--- src/rtl/mlp_wmem_arbiter_if.sv ---
// Bus bundle for the weight-memory arbiter: compute read port, loader write
// port, SRAM-side port and the conflict statistic.
interface mlp_wmem_arbiter_if #(
  parameter int AW = 11,
  parameter int DW = 32
);
  logic          rd_valid_i;
  logic          rd_ready_o;
  logic [AW-1:0] rd_addr_i;
  logic [DW-1:0] rd_data_o;
  logic          rd_data_valid_o;
  logic          wr_valid_i;
  logic          wr_ready_o;
  logic [AW-1:0] wr_addr_i;
  logic [DW-1:0] wr_data_i;
  logic          mem_en_o;
  logic          mem_we_o;
  logic [AW-1:0] mem_addr_o;
  logic [DW-1:0] mem_wdata_o;
  logic [DW-1:0] mem_rdata_i;
  logic [15:0]   conflict_cnt_o;

  // Arbiter side
  modport slave (
    input  rd_valid_i, rd_addr_i, wr_valid_i, wr_addr_i, wr_data_i, mem_rdata_i,
    output rd_ready_o, rd_data_o, rd_data_valid_o, wr_ready_o,
    output mem_en_o, mem_we_o, mem_addr_o, mem_wdata_o, conflict_cnt_o
  );

  // Requester / SRAM side
  modport master (
    output rd_valid_i, rd_addr_i, wr_valid_i, wr_addr_i, wr_data_i, mem_rdata_i,
    input  rd_ready_o, rd_data_o, rd_data_valid_o, wr_ready_o,
    input  mem_en_o, mem_we_o, mem_addr_o, mem_wdata_o, conflict_cnt_o
  );
endinterface

--- src/rtl/mlp_wmem_arbiter.sv ---
// Single-port weight SRAM arbiter: compute reads have priority, an aging
// counter lets a starved loader write through after MAX_WAIT blocked cycles.
// SRAM-side signals are registered, so read data returns two cycles after
// the read handshake.
module mlp_wmem_arbiter #(
  parameter int AW       = 11,
  parameter int DW       = 32,
  parameter int MAX_WAIT = 8
) (
  input  logic clk_i,
  input  logic rst_i,
  mlp_wmem_arbiter_if.slave bus
);
  localparam logic [7:0] MAX_WAIT_C = 8'(MAX_WAIT);

  logic          rd_ready;
  logic          wr_ready;
  logic          rd_hs;
  logic          wr_hs;
  logic [7:0]    wait_cnt;
  logic          rd_pend;
  logic          rd_data_valid;
  logic          mem_en;
  logic          mem_we;
  logic [AW-1:0] mem_addr;
  logic [DW-1:0] mem_wdata;
  logic [15:0]   conflict_cnt;

  // Grant: write wins if it is alone or has aged out; otherwise a read wins.
  always_comb begin
    wr_ready = bus.wr_valid_i & (~bus.rd_valid_i | (wait_cnt == MAX_WAIT_C));
    rd_ready = bus.rd_valid_i & ~wr_ready;
    rd_hs    = rd_ready;
    wr_hs    = wr_ready;
  end

  // Registered SRAM command; address/data hold when idle, wdata holds on reads.
  always_ff @(posedge clk_i or posedge rst_i) begin
    if (rst_i) begin
      mem_en    <= 1'b0;
      mem_we    <= 1'b0;
      mem_addr  <= '0;
      mem_wdata <= '0;
    end else begin
      mem_en <= rd_hs | wr_hs;
      mem_we <= wr_hs;
      if (wr_hs) begin
        mem_addr  <= bus.wr_addr_i;
        mem_wdata <= bus.wr_data_i;
      end else if (rd_hs) begin
        mem_addr <= bus.rd_addr_i;
      end
    end
  end

  // Read return pipeline: accepted read -> SRAM access -> data valid.
  always_ff @(posedge clk_i or posedge rst_i) begin
    if (rst_i) begin
      rd_pend       <= 1'b0;
      rd_data_valid <= 1'b0;
    end else begin
      rd_pend       <= rd_hs;
      rd_data_valid <= rd_pend;
    end
  end

  // Aging counter: counts blocked write cycles, cleared when a write lands.
  always_ff @(posedge clk_i or posedge rst_i) begin
    if (rst_i) begin
      wait_cnt <= '0;
    end else if (wr_hs) begin
      wait_cnt <= '0;
    end else if (bus.wr_valid_i && (wait_cnt != MAX_WAIT_C)) begin
      wait_cnt <= wait_cnt + 8'd1;
    end
  end

  // Saturating count of cycles where both requesters contend.
  always_ff @(posedge clk_i or posedge rst_i) begin
    if (rst_i) begin
      conflict_cnt <= '0;
    end else if (bus.rd_valid_i && bus.wr_valid_i && (conflict_cnt != 16'hFFFF)) begin
      conflict_cnt <= conflict_cnt + 16'd1;
    end
  end

  assign bus.rd_ready_o      = rd_ready;
  assign bus.wr_ready_o      = wr_ready;
  assign bus.rd_data_o       = bus.mem_rdata_i;
  assign bus.rd_data_valid_o = rd_data_valid;
  assign bus.mem_en_o        = mem_en;
  assign bus.mem_we_o        = mem_we;
  assign bus.mem_addr_o      = mem_addr;
  assign bus.mem_wdata_o     = mem_wdata;
  assign bus.conflict_cnt_o  = conflict_cnt;
endmodule

--- src/flat_wrapper.sv ---
// flat-port wrapper written by rule: the top's interface ports become plain ports
module mlp_wmem_arbiter_flat 
#(
  parameter int AW       = 11,
  parameter int DW       = 32,
  parameter int MAX_WAIT = 8
)
  (clk_i, rst_i, bus_rd_valid_i, bus_rd_addr_i, bus_wr_valid_i, bus_wr_addr_i, bus_wr_data_i, bus_mem_rdata_i, bus_rd_ready_o, bus_rd_data_o, bus_rd_data_valid_o, bus_wr_ready_o, bus_mem_en_o, bus_mem_we_o, bus_mem_addr_o, bus_mem_wdata_o, bus_conflict_cnt_o);
  mlp_wmem_arbiter_if #(.AW(AW), .DW(DW)) bus_i ();
  input  logic clk_i;
  input  logic rst_i;
  input wire logic [$bits(bus_i.rd_valid_i)-1:0] bus_rd_valid_i;
  input wire logic [$bits(bus_i.rd_addr_i)-1:0] bus_rd_addr_i;
  input wire logic [$bits(bus_i.wr_valid_i)-1:0] bus_wr_valid_i;
  input wire logic [$bits(bus_i.wr_addr_i)-1:0] bus_wr_addr_i;
  input wire logic [$bits(bus_i.wr_data_i)-1:0] bus_wr_data_i;
  input wire logic [$bits(bus_i.mem_rdata_i)-1:0] bus_mem_rdata_i;
  output wire logic [$bits(bus_i.rd_ready_o)-1:0] bus_rd_ready_o;
  output wire logic [$bits(bus_i.rd_data_o)-1:0] bus_rd_data_o;
  output wire logic [$bits(bus_i.rd_data_valid_o)-1:0] bus_rd_data_valid_o;
  output wire logic [$bits(bus_i.wr_ready_o)-1:0] bus_wr_ready_o;
  output wire logic [$bits(bus_i.mem_en_o)-1:0] bus_mem_en_o;
  output wire logic [$bits(bus_i.mem_we_o)-1:0] bus_mem_we_o;
  output wire logic [$bits(bus_i.mem_addr_o)-1:0] bus_mem_addr_o;
  output wire logic [$bits(bus_i.mem_wdata_o)-1:0] bus_mem_wdata_o;
  output wire logic [$bits(bus_i.conflict_cnt_o)-1:0] bus_conflict_cnt_o;
  assign bus_i.rd_valid_i = bus_rd_valid_i;
  assign bus_i.rd_addr_i = bus_rd_addr_i;
  assign bus_i.wr_valid_i = bus_wr_valid_i;
  assign bus_i.wr_addr_i = bus_wr_addr_i;
  assign bus_i.wr_data_i = bus_wr_data_i;
  assign bus_i.mem_rdata_i = bus_mem_rdata_i;
  assign bus_rd_ready_o = bus_i.rd_ready_o;
  assign bus_rd_data_o = bus_i.rd_data_o;
  assign bus_rd_data_valid_o = bus_i.rd_data_valid_o;
  assign bus_wr_ready_o = bus_i.wr_ready_o;
  assign bus_mem_en_o = bus_i.mem_en_o;
  assign bus_mem_we_o = bus_i.mem_we_o;
  assign bus_mem_addr_o = bus_i.mem_addr_o;
  assign bus_mem_wdata_o = bus_i.mem_wdata_o;
  assign bus_conflict_cnt_o = bus_i.conflict_cnt_o;
  mlp_wmem_arbiter #(.AW(AW), .DW(DW), .MAX_WAIT(MAX_WAIT)) u_core (.clk_i(clk_i), .rst_i(rst_i), .bus(bus_i));
endmodule
--- config.mk ---
export PLATFORM = sky130hd
export DESIGN_NAME = mlp_wmem_arbiter_flat
export DESIGN_NICKNAME = d
export VERILOG_FILES = /design/src/rtl/mlp_wmem_arbiter_if.sv /design/src/rtl/mlp_wmem_arbiter.sv /design/src/flat_wrapper.sv
export SDC_FILE = /design/constraint.sdc
export NUM_CORES = 1
export LEC_CHECK = 0
export BUFFER_PORTS_ARGS = -buffer_cell sky130_fd_sc_hd__buf_2
export CELL_PAD_IN_SITES_DETAIL_PLACEMENT = 0
export CELL_PAD_IN_SITES_GLOBAL_PLACEMENT = 1
export CORE_UTILIZATION = 38
export CTS_BUF_LIST = sky130_fd_sc_hd__clkbuf_2 sky130_fd_sc_hd__clkbuf_4 sky130_fd_sc_hd__clkbuf_8
export DETAILED_ROUTE_END_ITERATION = 6
export PLACE_DENSITY_LB_ADDON = 0.3
export RECOVER_POWER = 50
export SLEW_MARGIN = 40
export SYNTH_ARGS = -nofsm -noshare
export SYNTH_HDL_FRONTEND = slang
export SYNTH_SLANG_ARGS = --single-unit
--- constraint.sdc ---
create_clock -name clk_i -period 3.3 [get_ports clk_i]
set_input_delay 0.33 -clock clk_i [delete_from_list [all_inputs] [get_ports clk_i]]
set_output_delay 0.33 -clock clk_i [all_outputs]
set_load 0.01 [all_outputs]
* Yosys cells after proc, flatten, opt, wreduce, memory -nomap -nowiden
Cells that the tools add are included.
** Cells by class
- Reductions and logical operators :: 5
- $add $sub $neg :: 2
- Muxes and demuxes :: 4
- Bitwise gates (word level) :: 6
- Equality and inequality tests :: 3
** Operators with widths (count)
- 11-bit two-way mux :: 2
- 16-bit by 1-bit adder with 16-bit output (second input constant) :: 1
- 8-bit two-way mux :: 2
- 16-bit inequality test (second input constant) :: 1
- 8-bit by 1-bit adder with 8-bit output (second input constant) :: 1
- 8-bit by 4-bit equality test with 1-bit output (second input constant) :: 1
- 8-bit by 4-bit inequality test with 1-bit output (second input constant) :: 1
- 2-bit nonzero test :: 2
- 1-bit logical AND :: 3
- 1-bit AND :: 2
- 1-bit NOT :: 2
- 1-bit bitwise OR :: 2
** Storage, ports and cells
- Logic and storage cells :: 28
- Flip-flop bits (word level) :: 71

* Depth between registers and ports, before layout
Gate-level depths: netlist of the first run.
- Depth after elaboration :: 7
- Depth in mapped cells :: 8
- Depth with buffers taken out :: 6

* Worst setup path before layout of the first run
OpenSTA, ideal clock, no wires.
- Kind :: register -> register
- From :: reg u_core.wait_cnt[0]
- To :: reg u_core.mem_wdata[10] (netlist: u_core.bus.mem_wdata_o[10])
- Data required time :: 3.175 ns
- Buffers on the path :: 2
- Stages on the path, launching flop included :: 9
- Data arrival time :: 1.735 ns
- Slack :: 1.440 ns
- Clock period less this slack :: 1.860 ns
- Cell sequence :: dfrtp_1 -> inv_1 -> ha_1 -> nor4b_2 -> a31o_2 -> and2_4 -> buf_12 -> buf_12 -> mux2_4
** Between the ends
- Word-level cells in the longest chain between the ends :: 3
** RTL lines
- start: declaration :: line mlp_wmem_arbiter.sv:20 : logic [7:0] wait_cnt;
- start signal: assignment :: line mlp_wmem_arbiter.sv:74 : wait_cnt <= wait_cnt + 8'd1;
- 8-bit by 4-bit equality test with 1-bit output :: line mlp_wmem_arbiter.sv:31 : wr_ready = bus.wr_valid_i & (~bus.rd_valid_i | (wait_cnt == MAX_WAIT_C));
- 1-bit bitwise OR :: line mlp_wmem_arbiter.sv:31
- 1-bit AND :: line mlp_wmem_arbiter.sv:31
- end signal: assignment :: line mlp_wmem_arbiter.sv:49 : mem_wdata <= bus.wr_data_i;
- end: declaration :: line mlp_wmem_arbiter.sv:26 : logic [DW-1:0] mem_wdata;
Every way passes these cells.
A chain may end at the register's enable or synchronous reset.

* Worst setup path in the final report of the first run
- From :: in bus_wr_valid_i
- To :: out bus_rd_ready_o
** Between the ends
- Word-level cells in the longest chain between the ends :: 3
** RTL lines
- start: declaration :: line flat_wrapper.sv:14 : input wire logic [$bits(bus_i.wr_valid_i)-1:0] bus_wr_valid_i;
- 1-bit AND :: line mlp_wmem_arbiter.sv:31
- 1-bit NOT :: line mlp_wmem_arbiter.sv:32 : rd_ready = bus.rd_valid_i & ~wr_ready;
- 1-bit AND :: line mlp_wmem_arbiter.sv:32
- end: declaration :: line flat_wrapper.sv:18 : output wire logic [$bits(bus_i.rd_ready_o)-1:0] bus_rd_ready_o;
Every way passes these cells.

==> summary.md, run 1 <==
| Metric | Value |
|---|---|
| Outcome | finished, violations left |
| Failing checks | design-rule violations, max-capacitance violations, max-slew violations |
| Nets | 454 |
| FF-to-FF Start | u_core.wait_cnt[0] |
| CP Capture Type | primary output |
| Seq pwr share | 0.429 |
| Worst setup endpoint | bus_rd_ready_o |
| Gr usage total | 0.151 |
| Largest net degree at the start of global routing | 72 |
| Most frequent cells in the layout | buf_2 (106), dfrtp_1 (71), mux2_4 (26), nand2_1 (17), clkbuf_1 (15) |
| Vias per cell | 4.93 |
| Die X | 97.7 um |
| Area growth from synthesis to layout | 18.9% |
| Clock share of power | 0.351 |
| DRC Markers | 30 |
| Postcts setup bufs | 0 |
| Worst EP required | 2.97 ns |
| Post-Syn Area per Cell | 12.9 um^2 |
| Top post-synthesis cells by area | dfrtp_1 (51%), mux2_4 (11%), buf_4 (6.9%) |
| RSZ-0062 raised after global routing | false |
| TritonCTS clock tree | built |
| Fraction of layout cells with a size suffix above 1 | 0.486 |
| Final hold vios | 0 |
| Core Util, Final | 0.470 |
| First-pass GRT wire length | 11500 um |
| Vias in the first global route | 2309 |
| Clk sinks | 71 |
| Initial core utilization | 0.395 |
| Synthesized cell area | 3480 um^2 |
| Worst-Skew Late Latency | 0.34 ns |
| Die footprint | 9550 um^2 |
| Critical Path Start Type | input pin |
| Synth Instances | 270 |
| Core area | 8810 um^2 |
| Top cell type's share of synthesized area | 0.510 |
| Sum of negative setup slack | 0 ns |
| Total grt overflow | 0 |
| Syn. warnings | 0 |
| Maxcap violations | 1 |
| Antenna cells | 0 |
| Initial antenna violation count | 0 |
| RD Place Congestion | 0.682 |
| Largest family of logic cells by synthesized area | multiplexers |
| Setup Skew | 0.00830 ns |
| Synth Area in Compound Gates | 0.0532 |
| Root Buffer | clkbuf_8 |
| Int Pwr | 0.00194 W |
| Final HPWL DP | 4740 um |
| Class of the worst hold path | input pin to flop |
| Port bufs | 121 |
| Most common cell after layout, fill and taps aside | buf_2 |
| Power Dens Cells | 642 nW/um^2 |
| Max Fanout on Critical Path | 25 |
| Setup CP Type | input pin to primary output |
| Routed len/inst | 14.5 um |
| Final Cycle Share | 0.815 |
| Post-Syn Nets | 363 |
| Synth Register Bits | 71 |
| DR iter-0 viols | 149 |
| Pleak | 2.03 nW |
| Via count | 2337 |
| Resize count post-CTS | 0 |
| Worst R2R Path Depth | 6 |
| R2r setup slk | 1.06 ns |
| Row count | 34 |
| Drt pass-1 iters | 6 |
| Die height | 97.7 um |
| Worst slew pin tran | 1.74 ns |
| WL final | 6880 um |
| Synth cell types | 38 |
| Antenna viol nets, final | 0 |
| Post-CTS Hold Buffers | 0 |
| Synthesized-area fraction occupied by adder cells | 0.0108 |
| Reg clk slew, reported paths | 0.08 ns |
| Mux contribution to synthesized area | 0.173 |
| Total CTS buffers | 9 |
| Worst slew margin | -0.158 |
| FF-to-FF End | u_core.bus.mem_wdata_o[25] |
| Crit path from | bus_wr_valid_i |
| Post-synthesis xor/xnor area fraction | 0.0453 |
| Switching share of power | 0.269 |
| Final Slew Violations | 72 |
| FMAX | 372 MHz |
| # H-tree levels | 3 |
| Combinational power share | 0.220 |
| Minimum clock period after layout | 2.69 ns |
| Simple-gate area share of the yosys netlist | 0.101 |
| Top Ports | 186 |
| Setup violators final | 0 |
| Seq/Total Area, Yosys | 0.510 |
| Worst IR Drop VDD | 0.227 mV |
| Top cell type by total area after synthesis | dfrtp_1 |
| CP arrival | 2.36 ns |
| Sw Pwr | 0.000716 W |
| Longest Clk Path Bufs | 2 |
==> kinds of logic (layout without fill, tap and decap cells) <==
| group | after synthesis | in the layout |
|---|---|---|
| xor+xnor | 18 | 18 |
| simple gates | 63 | 63 |
| flops | 71 | 71 |
| fa+ha+maj | 3 | 3 |
| mux | 46 | 46 |
| compound gates | 20 | 20 |
| buf+inv | 49 | 145 |
==> state kept, by name (all words and copies together), names as in the netlist <==
name	count
u_core.bus.mem_wdata_o	32
u_core.bus.conflict_cnt_o	16
u_core.bus.mem_en_o	1
u_core.bus.mem_we_o	1
u_core.wait_cnt	8
u_core.rd_pend	1
u_core.bus.mem_addr_o	11
u_core.bus.rd_data_valid_o	1
==> cell type report <==
type	count	area, um^2
sequential	71	1780
clock buffer	11	145
timing repair buffer	123	599
tap	108	135
multi-input combinational	150	1330
fill	824	4670
inverter	6	22.5
clock inverter	5	129
==> worst min-delay path by stage <==
stage,end,cells after the start,startpoint,slack [ns]
3_5_place_dp,u_core.bus.rd_data_valid_o,0,u_core.rd_pend,0.34
4_1_cts,u_core.bus.mem_wdata_o[22],3,rst_i,0.16
5_1_grt,u_core.bus.mem_wdata_o[8],2,bus_wr_data_i[8],0.19
3_3_place_gp,u_core.bus.rd_data_valid_o,0,u_core.rd_pend,0.33
2_1_floorplan,u_core.bus.rd_data_valid_o,0,u_core.rd_pend,0.33
6_report,u_core.bus.mem_wdata_o[20],2,bus_wr_data_i[20],0.22
==> cell usage after synthesis, drive strengths merged <==
master and number:
a21oi 1, a31o 1, and2 2, and3 1, buf 38, clkbuf 5, dfrtp 71, ha 3
inv 6, mux2 35, mux2i 11, nand2 17, nand3 8, nand3b 1, nand4 8, nand4b 1
nor2 11, nor3 6, nor3b 2, nor4 2, nor4b 2, o2111ai 1, o211ai 1, o21ai 2
o221a 11, o22ai 2, o2bb2ai 1, or2 2, xnor2 10, xor2 8
==> metrics by stage <==
stage | worst slack, ns | instances | power (W) | hold slack, ns | instance area [um^2]
final | 0.612 | 474 | 0.00266 | 0.216 | 4140
after global routing | 0.329 | 474 | 0.00281 | 0.189 | 4140
after CTS | 0.656 | 474 | 0.00271 | 0.156 | 4170
after detailed placement | 1.03 | 458 | 0.00175 | 0.336 | 3890
after global placement | 1.06 | 458 | 0.00175 | 0.335 | 3890
after floorplan | 1.17 | 270 | 0.00157 | 0.331 | 3480
==> power by group through the flow <==
stage          Combinational [W]  Clock [W]  Sequential, W
3_3_place_gp            0.000595          0        0.00115
5_1_grt                 0.000639    0.00100        0.00116
2_1_floorplan           0.000353          0        0.00121
4_1_cts                 0.000600   0.000967        0.00114
6_report                0.000584   0.000934        0.00114
3_5_place_dp            0.000597          0        0.00116
==> routing by layer <==
| metal | wire (um) | vias up | GRT usage |
|---|---|---|---|
| li1 | - | 1099 | - |
| met5 | 0 | - | 0 |
| met4 | 109 | 0 | 0.0594 |
| met1 | 3290 | 1106 | 0.206 |
| met3 | 705 | 14 | 0.0626 |
| met2 | 2770 | 118 | 0.213 |
==> worst max-delay path: stages <==
cell and delay, ns:
clkbuf_1 0.94, nand4_1 0.21, buf_4 0.26, nand2_1 0.36, inv_1 0.10, buf_2 0.15
Power figures use the tool's default switching activity.
==> run 2, diff against run 1 <==
--- a/config.mk
+++ b/config.mk
@@ -8,7 +8,7 @@
 export BUFFER_PORTS_ARGS = -buffer_cell sky130_fd_sc_hd__buf_2
 export CELL_PAD_IN_SITES_DETAIL_PLACEMENT = 0
 export CELL_PAD_IN_SITES_GLOBAL_PLACEMENT = 1
-export CORE_UTILIZATION = 38
+export CORE_UTILIZATION = 32
 export CTS_BUF_LIST = sky130_fd_sc_hd__clkbuf_2 sky130_fd_sc_hd__clkbuf_4 sky130_fd_sc_hd__clkbuf_8
 export DETAILED_ROUTE_END_ITERATION = 6
 export PLACE_DENSITY_LB_ADDON = 0.3
==> constraint.sdc (replaced) <==
create_clock -name clk_i -period 2.45 [get_ports clk_i]
set_input_delay 0.245 -clock clk_i [delete_from_list [all_inputs] [get_ports clk_i]]
set_output_delay 0.245 -clock clk_i [all_outputs]
set_load 0.01 [all_outputs]
==> summary.md, run 2 (synthesis results as in run 1) <==
| Metric | Value |
|---|---|
| Outcome | finished clean |
| FMAX | 436 MHz |
| First-pass GRT wire length | 11700 um |
| Setup CP Type | flop to primary output |
| Most common cell after layout, fill and taps aside | buf_2 |
| RSZ-0062 raised after global routing | false |
| Drt pass-1 iters | 4 |
| # H-tree levels | 3 |
| Largest net degree at the start of global routing | 39 |
| Gr usage total | 0.133 |
| FF-to-FF Start | u_core.wait_cnt[0] |
| CP arrival | 2.05 ns |
| Max Fanout on Critical Path | 38 |
| Top Ports | 186 |
| Class of the worst hold path | input pin to flop |
| Pleak | 2.05 nW |
| DRC Markers | 0 |
| Fraction of layout cells with a size suffix above 1 | 0.493 |
| Total CTS buffers | 9 |
| Setup Skew | 0.0137 ns |
| Crit path from | u_core.wait_cnt[0] |
| Initial antenna violation count | 0 |
| CP Capture Type | primary output |
| Maxcap violations | 0 |
| Multi-input logic area | 1330 um^2 |
| Core area | 10400 um^2 |
| Die X | 106 um |
| Root Buffer | clkbuf_8 |
| Via count | 2373 |
| Pre-CTS setup slack | 0.417 ns |
| Sum of negative setup slack | 0 ns |
| Fillers | 1024 |
| CP delay by family, top | buffers and inverters |
| Final HPWL DP | 5130 um |
| Die footprint | 11300 um^2 |
| DR iter-0 viols | 95 |
| Vias per cell | 4.66 |
| Routed len/inst | 14.4 um |
| Most frequent cells in the layout | buf_2 (106), dfrtp_1 (71), mux2_4 (26), nand2_1 (17), clkbuf_1 (15) |
| HP Start | bus_wr_data_i[12] |
| RD Place Congestion | 0.708 |
| Port bufs | 121 |
| Die height | 106 um |
| Clk sinks | 71 |
| Hold path cells | 2 |
| Longest Clk Path Bufs | 2 |
| Worst-Skew Late Latency | 0.34 ns |
| Largest stage delay, worst path | 0.42 ns |
| Antenna cells | 0 |
| Worst slew margin | 0.407 |
| Initial core utilization | 0.334 |
| Total grt overflow | 0 |
| Reg area | 1780 um^2 |
| Setup violators final | 0 |
| Final Cycle Share | 0.937 |
| Fin worst setup slack | 0.154 ns |
| Final Slew Violations | 0 |
| Vias in the first global route | 2263 |
| TritonCTS clock tree | built |
| Worst IR Drop VDD | 0.255 mV |
| Reg clk slew, reported paths | 0.08 ns |
| Power Dens Cells | 829 nW/um^2 |
| Worst-case hold path end point | u_core.bus.mem_wdata_o[12] |
| Final hold vios | 0 |
| Critical Path Start Type | flop |
| Row count | 37 |
| Area growth from synthesis to layout | 21.0% |
| Core Util, Final | 0.404 |
| Max reg flops | 32 |
| R2r setup slk | 0.43 ns |
| Worst EP required | 2.20 ns |
| Hold WS | 0.131 ns |
| WL final | 7330 um |
| Nets | 461 |
| Worst R2R Path Depth | 7 |
| Worst-path cell chain | inv_1 > ha_1 > nor4b_2 > a31o_2 > and2_4 > buf_12 > buf_2 |
| Minimum clock period after layout | 2.30 ns |
| Worst slew pin tran | 0.890 ns |
| Crit path max-delay cell type | dfrtp_1 |
| FF-to-FF End | u_core.bus.mem_wdata_o[31] |
| CP bufs+invs | 3 |
| Antenna viol nets, final | 0 |
[run 2: changes by cell type in the layout (fill, tap and decap cells not counted)]
cell	previous run	this run
clkinvlp_4	0	1
buf_4	1	5
dlygate4sd3_1	0	1
clkbuf_2	1	2
bufinv_16	4	3
buf_12	0	1
clkbuf_4	1	2
clkbuf_8	10	9
[run 2: how the worst max path moves through the flow]
stage / depth (start not counted) / slack (ns) / to
3_3_place_gp: 7 / 0.47 / u_core.bus.mem_wdata_o[26]
2_1_floorplan: 1 / 0.41 / u_core.bus.conflict_cnt_o[0]
5_1_grt: 7 / 0.01 / bus_wr_ready_o
3_5_place_dp: 7 / 0.42 / u_core.bus.mem_wdata_o[25]
4_1_cts: 7 / 0.12 / bus_wr_ready_o
6_report: 7 / 0.15 / bus_wr_ready_o
[run 2: power breakdown]
group	internal, W	switching [W]	leakage, nW
Sequential	0.00138	0.000164	0.866
Clock	0.000702	0.000450	0.121
Combinational	0.000427	0.000372	1.06
[run 2: final cells by class]
type                    count  share of cell area
flip-flops and latches     71               0.422
clock inverters             5              0.0253
well taps                 136              0.0404
repair buffers            130               0.158
inverters                   6             0.00535
multi-input cells         150               0.316
clock buffers              11              0.0330
[run 2: worst register-to-register path, delay by kind of cell, from the launching register on]
kind	cells	cell delay, ns
AND/OR/NAND/NOR	2	0.39
multiplexers	1	0.40
buffers and inverters	2	0.32
AO/OA/AOI/OAI	1	0.26
flip-flops	1	0.42
adder cells (fa/ha/maj)	1	0.13
[run 2: timing repair]
action	in CTS	in global routing
hold buffers	1	0
setup buffers	0	0
endpoints found under the hold margin	11	0
gates resized for setup	0	0
[run 2: per-stage QoR]
step                      std cells  total power, W  cell area (um^2)
after floorplan                 270         0.00211              3480
after global placement          492         0.00237              3990
after detailed placement        492         0.00239              3990
after CTS                       509         0.00356              4250
after global routing            509         0.00369              4210
final                           509         0.00349              4210
[run 2: layer usage]
layer,global-route usage,part of all wire,vias up
met5,0,0,-
li1,-,-,1114
met4,0.0476,0.020,0
met2,0.182,0.39,123
met1,0.187,0.49,1112
met3,0.0546,0.098,24
